$ cat config.mk
export PLATFORM = sky130hd
export DESIGN_NAME = run_sequencer
export DESIGN_NICKNAME = d
export VERILOG_FILES = /design/src/rtl/run_sequencer.sv
export SDC_FILE = /design/constraint.sdc
export NUM_CORES = 1
export LEC_CHECK = 0
export CORE_MARGIN = 5
export CORE_UTILIZATION = 55
export CTS_BUF_LIST = sky130_fd_sc_hd__clkbuf_16
export DETAILED_ROUTE_END_ITERATION = 10
export DONT_BUFFER_PORTS = 1
export GPL_TIMING_DRIVEN = 1
export HOLD_SLACK_MARGIN = 0.06
export PLACE_DENSITY_LB_ADDON = 0.12
export SLEW_MARGIN = 20
export SYNTH_ARGS = -nofsm -noshare
export SYNTH_HDL_FRONTEND = slang
export SYNTH_SLANG_ARGS = --single-unit
$ cat constraint.sdc
create_clock -name clk -period 5.1 [get_ports clk]
set_clock_uncertainty 0.1 [all_clocks]
set_input_delay 0 -clock clk [delete_from_list [all_inputs] [get_ports clk]]
set_output_delay 0 -clock clk [all_outputs]
set_load 0.03 [all_outputs]
$ cat src/rtl/run_sequencer.sv
// Initiator side of the go/done handshake: issues a batch of RUNS go pulses,
// waits for each done rise/fall, counts completed runs and flags stalls.
module run_sequencer #(
  parameter int RUNS           = 3,
  parameter int TIMEOUT_CYCLES = 60_000_000,
  parameter int GAP_CYCLES     = 1_200_000,
  parameter int TIMER_W        = 26
) (
  input  logic       clk,
  input  logic       rst_btn,
  input  logic       start,
  input  logic       done_sig,
  output logic       go,
  output logic       busy,
  output logic [3:0] led,
  output logic       error,
  output logic       batch_done
);

  // state     | meaning
  // S_IDLE    | waiting for start, led shows last batch count
  // S_ISSUE   | one-cycle go pulse to the responder
  // S_WAIT_HI | waiting for done_sig to rise (timed)
  // S_WAIT_LO | waiting for done_sig to fall (timed), counts the run
  // S_GAP     | fixed idle spacing before the next go
  // S_FINISH  | one-cycle batch_done pulse
  // S_ERROR   | responder stalled; sticky until the next start
  typedef enum logic [2:0] {
    S_IDLE    = 3'd0,
    S_ISSUE   = 3'd1,
    S_WAIT_HI = 3'd2,
    S_WAIT_LO = 3'd3,
    S_GAP     = 3'd4,
    S_FINISH  = 3'd5,
    S_ERROR   = 3'd6
  } state_e;

  localparam logic [TIMER_W-1:0] TMO_LAST = TIMER_W'(TIMEOUT_CYCLES - 1);
  localparam logic [TIMER_W-1:0] GAP_LAST = TIMER_W'(GAP_CYCLES - 1);
  localparam logic [3:0]         RUNS_L   = 4'(RUNS);

  state_e               state_q, state_d;
  logic [TIMER_W-1:0]   timer_q, timer_d;
  logic [3:0]           led_q,   led_d;
  logic [3:0]           led_inc;

  assign led_inc = led_q + 4'd1;

  always_ff @(posedge clk or negedge rst_btn) begin
    if (!rst_btn) begin
      state_q <= S_IDLE;
      timer_q <= '0;
      led_q   <= '0;
    end else begin
      state_q <= state_d;
      timer_q <= timer_d;
      led_q   <= led_d;
    end
  end

  always_comb begin
    state_d = state_q;
    timer_d = timer_q;
    led_d   = led_q;
    case (state_q)
      S_IDLE, S_ERROR: begin
        if (start) begin
          state_d = S_ISSUE;
          led_d   = '0;
          timer_d = '0;
        end
      end
      S_ISSUE: begin
        state_d = S_WAIT_HI;
        timer_d = '0;
      end
      S_WAIT_HI: begin
        if (done_sig) begin
          state_d = S_WAIT_LO;
          timer_d = '0;
        end else if (timer_q == TMO_LAST) begin
          state_d = S_ERROR;
        end else begin
          timer_d = timer_q + TIMER_W'(1);
        end
      end
      S_WAIT_LO: begin
        if (!done_sig) begin
          led_d   = led_inc;
          timer_d = '0;
          state_d = (led_inc == RUNS_L) ? S_FINISH : S_GAP;
        end else if (timer_q == TMO_LAST) begin
          state_d = S_ERROR;
        end else begin
          timer_d = timer_q + TIMER_W'(1);
        end
      end
      S_GAP: begin
        // timer counts 0..GAP_CYCLES-1 so the gap lasts exactly GAP_CYCLES cycles
        if (timer_q == GAP_LAST) begin
          state_d = S_ISSUE;
        end else begin
          timer_d = timer_q + TIMER_W'(1);
        end
      end
      S_FINISH: begin
        state_d = S_IDLE;
      end
      default: begin
        state_d = S_IDLE;
      end
    endcase
  end

  always_comb begin
    go         = 1'b0;
    busy       = 1'b0;
    error      = 1'b0;
    batch_done = 1'b0;
    case (state_q)
      S_ISSUE:   begin go = 1'b1; busy = 1'b1; end
      S_WAIT_HI: busy = 1'b1;
      S_WAIT_LO: busy = 1'b1;
      S_GAP:     busy = 1'b1;
      S_FINISH:  batch_done = 1'b1;
      S_ERROR:   error = 1'b1;
      default:   ;
    endcase
  end

  assign led = led_q;

endmodule
[After elaboration in Yosys (flattened, before gate mapping)]
Index checks and enable logic that the tools add are counted.
Word-level totals
  output and inout port bits: 8
  bits in registers: 33
  logic and storage cells: 46
  input bits: 4
Operators by class
  reductions and logical operators: 8
  equality and inequality tests: 13
  mux-type cells: 20
  $add $sub $neg: 2
Operators by type and width (count)
  $mux W26: 5
  $pmux W26 S5: 1
  $add A26 B1 Y26 const B: 1
  $eq A26 B21 Y1 const B: 1
  $eq A26 B26 Y1 const B: 1
  $mux W3: 5
  $pmux W3 S5: 1
  $eq A3 B3 Y1 const B: 3
  $mux W4: 2
  $ne A2 B2 Y1 const B: 4
  $pmux W4 S2: 1
  $eq A3 B2 Y1 const B: 2
  $reduce_and A3 Y1: 2
  $mux W1: 5
  $reduce_bool A5 Y1: 1
  $add A4 B1 Y4 const B: 1
  $eq A4 B2 Y1 const B: 1
  $reduce_or A4 Y1: 1
  $eq A3 B1 Y1 const B: 1
  $logic_not A3 Y1: 1
  $reduce_and A2 Y1: 1
  $reduce_bool A2 Y1: 1
  $reduce_or A2 Y1: 1

[Depth between registers and ports, before layout]
  depth after elaboration: 5
  mapped depth: 8
  depth with buffers taken out: 6

[Worst setup path after synthesis]
OpenSTA, ideal clock, no wires.
  path type: register to register
  start: register timer_q[0]
  end: register timer_q[21]
  cell stages (with the launch flop): 7
  required time: 4879 ps
  data arrival time: 1824 ps
  clock period less this slack: 2045 ps
  path slack: 3055 ps
  path buffers: 0
  setup time: 121 ps
  cells stage by stage: dfrtp_1 ha_1 nand4_1 nor2_2 a41oi_2 a211o_1 a22o_1
On the way
  longest elaborated chain between the ends: 4
  elaborated cells between the ends (all ways): 10
  classes of those cells: add/sub: 1; eq/ne: 3; mux: 5; reduce/logical: 1
Ends and longest elaborated chain
  start, declared: line 43  | logic [TIMER_W-1:0] timer_q, timer_d;
  start signal, assigned: line 56  | timer_q <= timer_d;
  $add A26 B1 Y26 / $eq A26 B26 Y1 (equally long branches)
  $mux W26: line 81, 92
  $mux W26, on equally long branches: line 88, 78
  $pmux W26 S5: line 65  | case (state_q)
Several ways; a longest one is shown, not always the timed one. The select of a mux whose other input is x is not followed.
A chain may end at the register's enable or synchronous reset.

[Worst setup path after layout]
  start: register timer_q[0]
  end: register state_q[2]
On the way
  longest elaborated chain between the ends: 4
  elaborated cells between the ends (all ways): 8
  classes of those cells: eq/ne: 3; mux: 4; reduce/logical: 1
Ends and longest elaborated chain
  $eq A26 B26 Y1: line 81, 92
  $mux W3
  $mux W3, on equally long branches
  $pmux W3 S5
  end signal, assigned: line 55  | state_q <= state_d;
  end, declared: line 42  | state_e state_q, state_d;
Several ways; a longest one is shown, not always the timed one.

==> run metrics <==
status completed; r2r setup slk 2230 ps; setup tns final 0 ps; Final Hold Viols 0; syn avg cell area 9.09 sq um; Yosys top cell by area dfrtp_1; setup ws final 2230 ps; Place WS 2420 ps; H-tree Lvls 2; Syn Nets 282; Worst VDD drop 0.299 mV; Synth Area in Simple Gates 30.5%; Initial Util 57.0%; Synth Area in Compound Gates 27.9%; reg2reg start timer_q[0]; Max Cap Violations 0; via count 2245; pin count of the biggest net entering global routing 34; synth top area cells dfrtp_1 (33%), o31ai_2 (4.0%), o21ai_0 (3.6%); antenna violations before repair 0; post-DP HPWL 4.49 mm; Tmin final 2870 ps; n_diodes 0; Total Wirelength 6.36 mm; required time worst endpoint 5210 ps; Util after Layout 61.1%; R2R Path End state_q[2]; CTS resizes 0; Post-Synthesis Cells 275; die width 77.4 microns; Die H 77.4 microns; LEAKAGE 1.10 nW; worst skew pair latency 280 ps; Slowest-stage cell, CP dlygate4sd3_1; Post-Syn Area 2500 sq um; Distinct cells, synth 64; fin. max-slew vios 0; Reg clk slew, reported paths 50 ps; CP top delay family simple AND/OR/NAND/NOR gates; Worst Path Max Fanout 8; via/cell ratio 6.95; Syn. warnings 0; Tot GR Track Use 22.3%; CP max stage delay 550 ps; FFs w/ async S/R, synth 100%; Crit path buffers/inverters 1; Pre-antenna DRT Iters 4; Crit. End Element register; worst min path class input port to asynchronous set/reset pin; clk buf depth 2; Worst Tran Pin Value 935 ps; clock root buffer clkbuf_16; core area 4380 sq um; CP startpoint kind register; die area 5990 sq um; first-pass GRT wire length 10.9 mm; CTS tree done; Num CTS Buffers 5; CP Cell Sequence ha_1 > nand4_1 > nor2_2 > nand3_1 > maj3_1 > o22ai_1 > dlygate4sd3_1; max frequency 349 MHz; DR iter-0 viols 162; Post-synth EDFFs 0; final setup vio count 0; unrepaired setup endpoints after global routing false; sequential area share after synthesis 33.0%; XOR/XNOR share of the synthesized area 1.05%; nets 277; IO Port Bufs 0; num ports 12; drt drc 0; area share of the largest cell type after synthesis 33.0%; Avg WL per Cell 19.7 microns; commonest cells in the netlist dfrtp_1 (33), nand2_1 (23), o21ai_0 (18); Yosys reg bits 33; Final period util 56.2%; cell with the most instances after synthesis dfrtp_1; area grow syn2layout 7.26%; largest family of logic cells by synthesized area simple AND/OR/NAND/NOR gates; GRT overflow 0; layout cells sized above 1 13.3%; GPL Wtd Cong 0.907; mux contribution to synthesized area 0.851%; PD cells 456 nW/um^2; # clock sinks 33; cell row count 24; relative slew slack 37.2%; DRT antenna net count 0; Top FF cell, synth dfrtp_1; vias in the first global route 2225; Filler Cells Inserted 390; crit path DAT 2980 ps; worst r2r path cells 7; adder-cell share of the synthesized area 1.90%; Setup CP Type register to register
-- sequential cells by signal, summed over array words and instances, names as in the netlist --
name and count:
state_q 3, led 4, timer_q 26
-- final cells by class --
class / count / area (sq um) / area share, %
Clock buffer: 5 / 125 / 4.67
Clock inverter: 3 / 11.3 / 0.420
Inverter: 6 / 22.5 / 0.840
Multi-Input combinational cell: 218 / 1560 / 58.3
Sequential cell: 33 / 826 / 30.8
Tap cell: 52 / 65.1 / 2.43
Timing Repair Buffer: 6 / 67.6 / 2.52
-- metal layers --
metal | global-route usage, % | wire [microns] | vias up | part of all wire [%]
met5 | 0 | 0 | - | 0
met4 | 7.90 | 104 | 0 | 1.6
met3 | 4.98 | 442 | 10 | 6.9
met2 | 35.4 | 3020 | 71 | 47
met1 | 29.9 | 2790 | 1092 | 44
li1 | - | - | 1072 | -
-- how the worst max path moves through the flow --
stage               slack [ps]  cells after the start     endpoint       start
floorplan                 3050                      6  timer_q[21]  timer_q[0]
global placement          2480                      5  timer_q[21]  state_q[1]
detailed placement        2420                      5  timer_q[12]  state_q[1]
CTS                       2260                      7   state_q[2]  timer_q[0]
global route              2020                      7   state_q[2]  timer_q[0]
finish                    2230                      7   state_q[2]  timer_q[0]
-- placed cells by master, fill, tap and decap left out, drive strengths merged, types with 2 or more instances in the layout --
| cell type | Yosys | layout |
|---|---|---|
| nand3 | 17 | 17 |
| ha | 3 | 3 |
| nand2 | 24 | 24 |
| nor2 | 15 | 15 |
| and2 | 5 | 5 |
| nor4b | 4 | 4 |
| or4 | 2 | 2 |
| nor4 | 6 | 6 |
| xnor2 | 2 | 2 |
| dfrtp | 33 | 33 |
| o31ai | 17 | 17 |
| a41o | 2 | 2 |
| a21oi | 14 | 14 |
| o41ai | 7 | 7 |
| o21ai | 19 | 19 |
| a22o | 2 | 2 |
| buf | 12 | 2 |
| o211ai | 2 | 2 |
| nor3b | 2 | 2 |
| nor2b | 7 | 7 |
| a31oi | 8 | 8 |
| or3 | 2 | 2 |
| inv | 6 | 9 |
| nor3 | 12 | 12 |
| dlygate4sd3 | 0 | 4 |
| nand4 | 8 | 8 |
| and3 | 2 | 2 |
| a41oi | 5 | 5 |
| a211oi | 6 | 6 |
| and4 | 8 | 8 |
| clkbuf | 6 | 5 |
-- metrics by stage --
step,instance area [sq um],total power (W),cells,hold slack [ps]
after floorplan,2500,0.000818,275,-396
after global placement,2480,0.000906,310,-395
after detailed placement,2480,0.000921,310,-395
after CTS,2670,0.00122,323,91.9
after global routing,2680,0.00132,323,132
final,2680,0.00122,323,106
-- where the power goes --
part	switching [W]	internal [W]
combinational	0.000387	0.000188
sequential	0.0000804	0.000290
clock	0.000103	0.000175
-- worst reg2reg max path, delay by kind of cell, from the launching register on --
kind / cells / cell delay [ps]
buffers and inverters: 1 / 550
AND/OR/NAND/NOR: 3 / 940
AO/OA/AOI/OAI: 1 / 110
adder cells (fa/ha/maj): 2 / 690
flip-flops: 1 / 400
-- cell families after synthesis --
logic type | count (synthesis)
compound gates | 92
xor+xnor | 3
fa+ha+maj | 4
buf+inv | 24
flops | 33
mux | 2
simple gates | 117
-- timing repair --
action	in CTS	in global routing
endpoints found under the setup margin	0	0
setup buffers	0	0
hold buffers	5	0
hold endpoints to repair	41	0
Power figures use the tool's default switching activity.
